==> src/rtl/serial_console_bridge_pkg.sv <==
// Shared definitions for the serial console bridge: UART framing constants
// and the transmit FSM state encoding.
package serial_console_bridge_pkg;

  localparam int   UART_DATA_BITS = 8;
  localparam logic LINE_IDLE      = 1'b1;
  localparam logic LINE_START     = 1'b0;

  typedef enum logic [1:0] {
    TX_IDLE  = 2'd0,
    TX_START = 2'd1,
    TX_DATA  = 2'd2,
    TX_STOP  = 2'd3
  } tx_state_e;

endpackage

==> src/rtl/serial_console_bridge_sync_fifo.sv <==
// sync_fifo: single-clock FIFO with show-ahead head output.
//   clk_i, rst_ni     clock, async active-low reset (empties the FIFO)
//   push_i, data_i    write strobe and data; ignored while full
//   pop_i             read strobe; ignored while empty
//   data_o            current head entry, 0 while empty
//   full_o, empty_o   status decoded from the occupancy count
module sync_fifo #(
  parameter int WIDTH = 8,
  parameter int DEPTH = 16
) (
  input  logic             clk_i,
  input  logic             rst_ni,
  input  logic             push_i,
  input  logic [WIDTH-1:0] data_i,
  input  logic             pop_i,
  output logic [WIDTH-1:0] data_o,
  output logic             full_o,
  output logic             empty_o
);

  localparam int PTR_W = $clog2(DEPTH);
  localparam int CNT_W = $clog2(DEPTH) + 1;

  logic [WIDTH-1:0] mem_q [DEPTH];
  logic [PTR_W-1:0] wr_ptr_q, wr_ptr_d;
  logic [PTR_W-1:0] rd_ptr_q, rd_ptr_d;
  logic [CNT_W-1:0] count_q, count_d;
  logic             do_push, do_pop;

  assign full_o  = (count_q == CNT_W'(DEPTH));
  assign empty_o = (count_q == '0);
  assign do_push = push_i && !full_o;
  assign do_pop  = pop_i && !empty_o;
  assign data_o  = empty_o ? '0 : mem_q[rd_ptr_q];

  always_comb begin
    wr_ptr_d = wr_ptr_q;
    rd_ptr_d = rd_ptr_q;
    count_d  = count_q;
    if (do_push) wr_ptr_d = wr_ptr_q + 1'b1;
    if (do_pop)  rd_ptr_d = rd_ptr_q + 1'b1;
    if (do_push && !do_pop)      count_d = count_q + 1'b1;
    else if (!do_push && do_pop) count_d = count_q - 1'b1;
  end

  always_ff @(posedge clk_i or negedge rst_ni) begin
    if (!rst_ni) begin
      wr_ptr_q <= '0;
      rd_ptr_q <= '0;
      count_q  <= '0;
    end else begin
      wr_ptr_q <= wr_ptr_d;
      rd_ptr_q <= rd_ptr_d;
      count_q  <= count_d;
    end
  end

  // Storage needs no reset: entries are only observable once counted in.
  always_ff @(posedge clk_i) begin
    if (do_push) mem_q[wr_ptr_q] <= data_i;
  end

endmodule

==> src/rtl/serial_console_bridge.sv <==
// serial_console_bridge: peripheral end of the processor serial IO port.
// Processor writes are buffered and sent as 8N1 UART frames; host bytes are
// buffered and presented show-ahead to the processor.
//   clk_i, rst_ni      clock, async active-low reset
//   serial_data_i      byte written by the processor
//   serial_wren_i      processor write strobe
//   serial_rden_i      processor read/pop strobe
//   serial_data_o      RX head byte (0 when RX buffer empty)
//   serial_valid_o     serial_data_o holds a valid byte
//   serial_ready_o     TX buffer can accept a byte
//   uart_txd_o         UART line, idle high
//   host_rx_data_i     inbound byte from host
//   host_rx_valid_i    host byte valid
//   host_rx_ready_o    RX buffer can accept a byte
//   tx_overflow_o      sticky: write attempted while TX buffer full
//   rx_underflow_o     sticky: read attempted while RX buffer empty
//
// TX FSM states:
//   state    | meaning
//   TX_IDLE  | line high, waiting for a buffered byte
//   TX_START | start bit (low)
//   TX_DATA  | 8 data bits, LSB first
//   TX_STOP  | stop bit (high); chains straight into next start if data waits
module serial_console_bridge
  import serial_console_bridge_pkg::*;
#(
  parameter int FIFO_DEPTH   = 16,
  parameter int CLKS_PER_BIT = 434
) (
  input  logic       clk_i,
  input  logic       rst_ni,
  input  logic [7:0] serial_data_i,
  input  logic       serial_wren_i,
  input  logic       serial_rden_i,
  output logic [7:0] serial_data_o,
  output logic       serial_valid_o,
  output logic       serial_ready_o,
  output logic       uart_txd_o,
  input  logic [7:0] host_rx_data_i,
  input  logic       host_rx_valid_i,
  output logic       host_rx_ready_o,
  output logic       tx_overflow_o,
  output logic       rx_underflow_o
);

  localparam int                BAUD_W      = $clog2(CLKS_PER_BIT);
  localparam logic [BAUD_W-1:0] BAUD_RELOAD = BAUD_W'(CLKS_PER_BIT - 1);
  localparam int                BIT_W       = $clog2(UART_DATA_BITS);
  localparam logic [BIT_W-1:0]  BIT_LAST    = BIT_W'(UART_DATA_BITS - 1);

  tx_state_e                   state_q, state_d;
  logic [BAUD_W-1:0]           baud_q, baud_d;
  logic [BIT_W-1:0]            bit_q, bit_d;
  logic [UART_DATA_BITS-1:0]   shift_q, shift_d;
  logic                        tx_overflow_q, tx_overflow_d;
  logic                        rx_underflow_q, rx_underflow_d;

  logic       tx_pop, tx_full, tx_empty, txd;
  logic [7:0] tx_head;
  logic       rx_full, rx_empty;

  sync_fifo #(.WIDTH(8), .DEPTH(FIFO_DEPTH)) tx_fifo (
    .clk_i   (clk_i),
    .rst_ni  (rst_ni),
    .push_i  (serial_wren_i),
    .data_i  (serial_data_i),
    .pop_i   (tx_pop),
    .data_o  (tx_head),
    .full_o  (tx_full),
    .empty_o (tx_empty)
  );

  sync_fifo #(.WIDTH(8), .DEPTH(FIFO_DEPTH)) rx_fifo (
    .clk_i   (clk_i),
    .rst_ni  (rst_ni),
    .push_i  (host_rx_valid_i),
    .data_i  (host_rx_data_i),
    .pop_i   (serial_rden_i),
    .data_o  (serial_data_o),
    .full_o  (rx_full),
    .empty_o (rx_empty)
  );

  assign serial_ready_o  = !tx_full;
  assign serial_valid_o  = !rx_empty;
  assign host_rx_ready_o = !rx_full;
  assign tx_overflow_o   = tx_overflow_q;
  assign rx_underflow_o  = rx_underflow_q;

  // Line level is decoded from registered state so a reset forces it high
  // immediately rather than at the next edge.
  assign uart_txd_o = txd;

  always_comb begin
    state_d = state_q;
    baud_d  = baud_q;
    bit_d   = bit_q;
    shift_d = shift_q;
    tx_pop  = 1'b0;
    txd     = LINE_IDLE;
    unique case (state_q)
      TX_IDLE: begin
        if (!tx_empty) begin
          tx_pop  = 1'b1;
          shift_d = tx_head;
          baud_d  = BAUD_RELOAD;
          state_d = TX_START;
        end
      end
      TX_START: begin
        txd = LINE_START;
        if (baud_q == '0) begin
          baud_d  = BAUD_RELOAD;
          bit_d   = '0;
          state_d = TX_DATA;
        end else begin
          baud_d = baud_q - 1'b1;
        end
      end
      TX_DATA: begin
        txd = shift_q[0];
        if (baud_q == '0) begin
          baud_d  = BAUD_RELOAD;
          shift_d = shift_q >> 1;
          if (bit_q == BIT_LAST) state_d = TX_STOP;
          else                   bit_d   = bit_q + 1'b1;
        end else begin
          baud_d = baud_q - 1'b1;
        end
      end
      TX_STOP: begin
        txd = LINE_IDLE;
        if (baud_q == '0) begin
          // Back-to-back frames: skip IDLE when another byte is waiting.
          if (!tx_empty) begin
            tx_pop  = 1'b1;
            shift_d = tx_head;
            baud_d  = BAUD_RELOAD;
            state_d = TX_START;
          end else begin
            state_d = TX_IDLE;
          end
        end else begin
          baud_d = baud_q - 1'b1;
        end
      end
      default: state_d = TX_IDLE;
    endcase
  end

  always_comb begin
    tx_overflow_d  = tx_overflow_q  | (serial_wren_i && tx_full);
    rx_underflow_d = rx_underflow_q | (serial_rden_i && rx_empty);
  end

  always_ff @(posedge clk_i or negedge rst_ni) begin
    if (!rst_ni) begin
      state_q        <= TX_IDLE;
      baud_q         <= '0;
      bit_q          <= '0;
      shift_q        <= '0;
      tx_overflow_q  <= 1'b0;
      rx_underflow_q <= 1'b0;
    end else begin
      state_q        <= state_d;
      baud_q         <= baud_d;
      bit_q          <= bit_d;
      shift_q        <= shift_d;
      tx_overflow_q  <= tx_overflow_d;
      rx_underflow_q <= rx_underflow_d;
    end
  end

endmodule
==> config.mk <==
export PLATFORM = sky130hd
export DESIGN_NAME = serial_console_bridge
export DESIGN_NICKNAME = d
export VERILOG_FILES = /design/src/rtl/serial_console_bridge_pkg.sv /design/src/rtl/serial_console_bridge_sync_fifo.sv /design/src/rtl/serial_console_bridge.sv
export SDC_FILE = /design/constraint.sdc
export NUM_CORES = 1
export LEC_CHECK = 0
export ABC_AREA = 1
export CAP_MARGIN = 20
export CORE_ASPECT_RATIO = 0.8
export CORE_MARGIN = 5
export CORE_UTILIZATION = 40
export DETAILED_ROUTE_END_ITERATION = 10
export PLACE_DENSITY = 0.64
export SYNTH_ARGS = -nofsm -noshare
export SYNTH_HDL_FRONTEND = slang
export SYNTH_SLANG_ARGS = --single-unit
==> constraint.sdc <==
create_clock -name clk_i -period 2.8 [get_ports clk_i]
set_clock_uncertainty 0.1 [all_clocks]
set_input_delay 0.84 -clock clk_i [delete_from_list [all_inputs] [get_ports clk_i]]
set_output_delay 0.84 -clock clk_i [all_outputs]
set_load 0.005 [all_outputs]
# Word level (Yosys, flattened, before mapping)
# Memories as Yosys holds them, arrays and structs flattened.
# Cells that the tools add are included.
[word_totals] mem_bits_rw=256 inputBits=21 elab_cells=100 regBits=50 n_memories=2 out_inout_bits=14
[classes] reduce_logical=30 bitwise_logic=2 n_eq_ne=12 addsub=10 mux=32
[memory_table] name="rx_fifo.mem_q" words=16 word_bits=8 rd=1 rd_clocked_by_memory_dff=0 write_ports=1 line="serial_console_bridge_sync_fifo.sv:24" source="logic [WIDTH-1:0] mem_q [DEPTH];"
[memory_table] name="tx_fifo.mem_q" words=16 word_bits=8 rd=1 rd_clocked_by_memory_dff=0 write_ports=1 line="serial_console_bridge_sync_fifo.sv:24"
[op_table] op="$mux W8" n=4
[op_table] op="$mux W9" n=3
[op_table] op="$pmux W9 S3" n=1
[op_table] op="$pmux W8 S3" n=1
[op_table] op="$mux W5" n=4
[op_table] op="$add A4 B1 Y4 const B" n=4
[op_table] op="$ne A2 B2 Y1 const B" n=6
[op_table] op="$add A5 B1 Y5 const B" n=2
[op_table] op="$eq A5 B5 Y1 const B" n=2
[op_table] op="$logic_and A1 B1 Y1" n=10
[op_table] op="$logic_not A5 Y1" n=2
[op_table] op="$mux W2" n=5
[op_table] op="$sub A5 B1 Y5 const B" n=2
[op_table] op="$logic_not A9 Y1" n=1
[op_table] op="$mux W3" n=3
[op_table] op="$sub A9 B1 Y9 const B" n=1
[op_table] op="$logic_not A1 Y1" n=8
[op_table] op="$pmux W2 S4" n=1
[op_table] op="$mux W1" n=7
[op_table] op="$pmux W3 S2" n=1
[op_table] op="$reduce_bool A2 Y1" n=3
[op_table] op="$reduce_and A5 Y1" n=1
[op_table] op="$eq A2 B2 Y1 const B" n=2
[op_table] op="$pmux W1 S2" n=2
[op_table] op="9 further kinds" n=10

# Depth between registers and ports, before layout
[depth] ltp_word=8 ltp_mapped=15 depth_no_buf=15

# Cells and area by module
# Synthesis repeated with hierarchy kept, for this count alone.
[hier_totals] cells_unflattened=1280 hier_area_um2=13605.5
[by_module_without_submodules] mod="sync_fifo" seq_area_each_um2=4169.0 area_each_um2=6049.6 n_inst=2 cells_each=537
[by_module_without_submodules] mod="serial_console_bridge" seq_area_each_um2=600.6 area_each_um2=1506.4 n_inst=1 cells_each=206

# Least setup slack after synthesis
# Ideal clock, no wire load.
[synth_path] path_type="register to register" startpoint="register baud_q[0]" endpoint="register tx_fifo.count_q[4]" period_less_slack_ns=2.527 setup_ns=0.126 arrival_ns=2.301 path_stages_with_launch=16 required_ns=2.574 slack_ns=0.273 path_buffers=0 cell_sequence="dfrtp_1 -> inv_1 -> ha_1 -> nand2_1 -> nor2_2 -> nand2_2 -> o21ai_2 -> nand3_1 -> ha_1 -> inv_1 -> ha_1 -> a21oi_1 -> o21bai_1 -> xor2_1 -> nand2_1 -> o21ai_0"
[synth_via] elab_chain_cells=7 word_cells_on_any_way=9 classes_between="mux: 3; reduce/logical: 6"
[synth_rtl] item="from (decl)" line="serial_console_bridge.sv:52" source="logic [BAUD_W-1:0] baud_q, baud_d;"
[synth_rtl] item="from (signal assigned)" line="serial_console_bridge.sv:166" source="baud_q <= baud_d;"
[synth_rtl] item="$logic_not A9 Y1 (*)" line="serial_console_bridge.sv:133" source="if (baud_q == '0) begin"
[synth_rtl] item="$mux W1 (*)" line="serial_console_bridge.sv:133"
[synth_rtl] item="$pmux W1 S2 (*)" line="serial_console_bridge.sv:101" source="unique case (state_q)"
[synth_rtl] item="$logic_and A1 B1 Y1 (*)" line="serial_console_bridge_sync_fifo.sv:33" source="assign do_pop = pop_i && !empty_o;"
[synth_rtl] item="$logic_not A1 Y1" line="serial_console_bridge_sync_fifo.sv:42" source="if (do_push && !do_pop) count_d = count_q + 1'b1;"
[synth_rtl] item="$logic_and A1 B1 Y1" line="serial_console_bridge_sync_fifo.sv:42"
[synth_rtl] item="$mux W5 / $reduce_bool A2 Y1 (equally long branches)"
[synth_rtl] item="to (signal assigned)" line="serial_console_bridge_sync_fifo.sv:54" source="count_q <= count_d;"
[synth_rtl] item="to (decl)" line="serial_console_bridge_sync_fifo.sv:27" source="logic [CNT_W-1:0] count_q, count_d;"
# Mark *: on every way between the ends. The rest lies on a longest branch, timed or not.
# A chain may end at the register's enable or synchronous reset.

# Worst setup path after layout
[layout_path] startpoint="register rx_fifo.rd_ptr_q[0]" endpoint="output port serial_data_o[3]"
[layout_via] elab_chain_cells=2
[layout_rtl] item="from (decl)" line="serial_console_bridge_sync_fifo.sv:26" source="logic [PTR_W-1:0] rd_ptr_q, rd_ptr_d;"
[layout_rtl] item="from (signal assigned)" line="serial_console_bridge_sync_fifo.sv:53" source="rd_ptr_q <= rd_ptr_d;"
[layout_rtl] item="$mem_v2 Z16 W8"
[layout_rtl] item="$mux W8" line="serial_console_bridge_sync_fifo.sv:34" source="assign data_o = empty_o ? '0 : mem_q[rd_ptr_q];"
[layout_rtl] item="to (decl)" line="serial_console_bridge.sv:35" source="output logic [7:0] serial_data_o,"
# No other way between the ends.

==> run_results.csv <==
group,metric,value,unit
route,totalWireLength,31300,um
layout,drive_gt1_share,18.0,%
die,die_w,215,um
placed_design,gp_congestion,0.795,
layout,syn2layout_area_growth,22.5,%
global_routing,grt_pass1_vias,9081,
min_path,hold_class,"primary input to asynchronous set/reset pin",
route,drt_pass1_iterations,7,
placed_design,place_hpwl,19200,um
yosys,synth_area_leader_cell,"edfxtp_1",
yosys,async_flop_share,16.3,%
setup_path,critical_path.max_fanout,8,
yosys,ys_ff_latch,306,
setup_path,r2r_setup_slack,0.16,ns
die,start_util,40.3,%
global_routing,antenna_found_initial,0,
route,drc,0,
setup_path,crit_type,"flop to output pin",
yosys,avgSynthCellArea,10.4,sq um
global_routing,grt_pass1_wl,49400,um
layout,diodes,0,
status,violations,"setup timing",
timing,setup_tns,-1.62,ns
die,die_y,174,um
cts,cts_buffers,31,
pwr,peakVddDrop,0.571,mV
cts,cts_hold_buf,0,
layout,layout_common_cells,"nand2_1 (416), edfxtp_1 (256), nor2_1 (130)",
die,rows,60,
global_routing,grt_max_degree,82,
cts,clock_sinks,306,
pwr,p_total,14.8,mW
yosys,yosysWarnings,0,
yosys,syn_area,13500,sq um
die,coreArea,33500,sq um
layout,final_util,49.4,%
route,viasPerCell,4.99,
layout,nets,1472,
pwr,p_leak,6.84,nW
timing,finalCritPeriodShare,109,%
setup_path,cp.arrival,2.10,ns
cts,cts_tree,"done",
status,status,"finished, violations left",
cts,h-tree-depth,1,
die,die_area,37600,sq um
timing,slew_headroom,45.9,%
layout,multiInputGateArea,4260,sq um
cts,clkTransAtPathRegs,0.06,ns
cts,clock_path_buffers,3,
run,drv_cap,0,
route,postRouteAntennaNets,0,
yosys,synth.area.top_cells,"edfxtp_1 (57%), nand2_1 (12%), dfrtp_1 (9.3%)",
yosys,synth-seq-area-share,66.2,%
timing,finalWorstSetupSlack,-0.241,ns
yosys,synth_edf_count,256,
yosys,synthDistinctLibCells,37,
global_routing,grt_remaining_overflow,0,
pwr,powerDensity,892,nW/um^2
die,io_pins,35,
placed_design,io_buffer_count,34,
timing,maxSlewViolCount,0,
setup_path,critPathRequiredTime,1.86,ns
layout,fillCellCount,2960,
layout,final_common_cell,"nand2_1",
timing,min_period,3.04,ns
route,wl_per_cell,16.6,um
cts,clock_latency,0.57,ns
timing,tightestPinTransition,0.810,ns
global_routing,grtUsageTotal,16.3,%
route,drt-initial-drc-count,779,
timing,rsz0062_at_grt,"yes",
timing,max_freq,329,MHz
setup_path,cp-end-kind,"output pin",
cts,cts-root-buf,"clkbuf_16",
yosys,synth.top_cell.area_share,56.9,%
setup_path,critPathLaunchType,"flop",
route,vias,9378,
yosys,synth_fp_nets,1353,
yosys,netlist_instances,1303,
layout,regArea,8940,sq um
timing,hold_violations,0,
timing,setup_viol,8,
yosys,synth-main-ff-cell,"edfxtp_1",
[cells in the mapped netlist (2+ instances only)]
library cell and n:
nand2_1 437, edfxtp_1 256, nand3_1 158, nor2_1 134
inv_1 73, dfrtp_1 50, buf_2 35, o21ai_0 33
ha_1 27, a21oi_1 15, xor2_1 15, inv_2 10
clkbuf_1 9, nand4_1 6, nor2_2 4, o21ai_1 4
xnor2_1 4, buf_4 3, nand2_2 3, a21boi_0 2
a31oi_1 2, buf_6 2, clkinv_1 2, fa_1 2
nor2_4 2, o211ai_1 2, o21bai_1 2, o22ai_1 2
[path summary, 6_finish.rpt]
| path | startpoint | to | depth (start not counted) |
|---|---|---|---|
| min | rst_ni | rx_fifo.count_q[3] | 2 |
| min reg2reg | rx_underflow_o | rx_underflow_o | 1 |
| max in group asynchronous | rst_ni | tx_fifo.count_q[0] | 2 |
| max | rx_fifo.rd_ptr_q[0] | serial_data_o[3] | 11 |
| min in group clk_i | rx_underflow_o | rx_underflow_o | 1 |
| max reg2reg | state_q[0] | tx_fifo.count_q[4] | 13 |
[area by class of cell]
class	instances	share of cell area [%]
Sequential cell	306	54.1
Timing Repair Buffer	137	8.00
Tap cell	434	3.28
Multi-Input combinational cell	861	25.8
Inverter	85	1.94
Clock buffer	43	5.38
Clock inverter	15	1.57
[per-stage QoR]
step	setup WS, ns	instance area (sq um)	hold slack (ns)	cells
after global routing	-0.331	16500	0.180	1881
after detailed placement	-0.183	14800	0.362	1801
after floorplan	0.273	13500	0.346	1303
final	-0.241	16500	0.165	1881
after CTS	-0.273	16400	0.161	1880
after global placement	-0.143	14800	0.347	1801
[registers in the layout, indices dropped and copies added, names as in the netlist, 2 cells and up]
register	count
rx_fifo.wr_ptr_q	4
baud_q	9
rx_fifo.mem_q	128
tx_fifo.mem_q	128
tx_fifo.wr_ptr_q	4
rx_fifo.rd_ptr_q	4
state_q	2
bit_q	3
shift_q	8
tx_fifo.rd_ptr_q	4
tx_fifo.count_q	5
rx_fifo.count_q	5
[critical path: stages (launching register included)]
cell,delay [ns]
dfrtp_2,0.43
inv_4,0.10
buf_12,0.12
buf_12,0.13
buf_6,0.10
nand2_2,0.04
nand3_2,0.07
nand3_4,0.09
nand2_2,0.08
nand2_2,0.05
a21oi_2,0.17
buf_2,0.13
[report_power, final]
| group | leakage, nW | switching, mW | internal (mW) | total [mW] |
|---|---|---|---|---|
| sequential | 2.91 | 0.259 | 5.51 | 5.77 |
| clock | 0.571 | 1.72 | 2.86 | 4.58 |
| combinational | 3.36 | 2.56 | 1.84 | 4.40 |
| total | 6.84 | 4.54 | 10.2 | 14.8 |
[what timing repair did]
item	in CTS	in global routing
endpoints found under the setup margin	10	12
gates resized for setup	95	30
setup buffers	16	1
pin swaps	28	16
gates cloned	5	0
[routing by layer]
metal / GRT usage (%) / up-vias / wire length, um
li1: - / 4586 / -
met1: 24.1 / 4473 / 14500
met2: 25.6 / 279 / 14100
met3: 2.73 / 40 / 2160
met4: 3.49 / 0 / 574
met5: 0 / - / 0
[logic make-up after synthesis]
logic type                 after synthesis  share of synthesized area (%)
AOI/OAI and AO/OA                       65                           2.62
xor gates and xnor gates                19                           1.23
adders and majority gates               29                           2.80
buffers and inverters                  136                           4.31
DFF                                    306                           66.2
and+or+nand+nor                        748                           22.8
No activity file was read; power rests on OpenSTA's default activity.
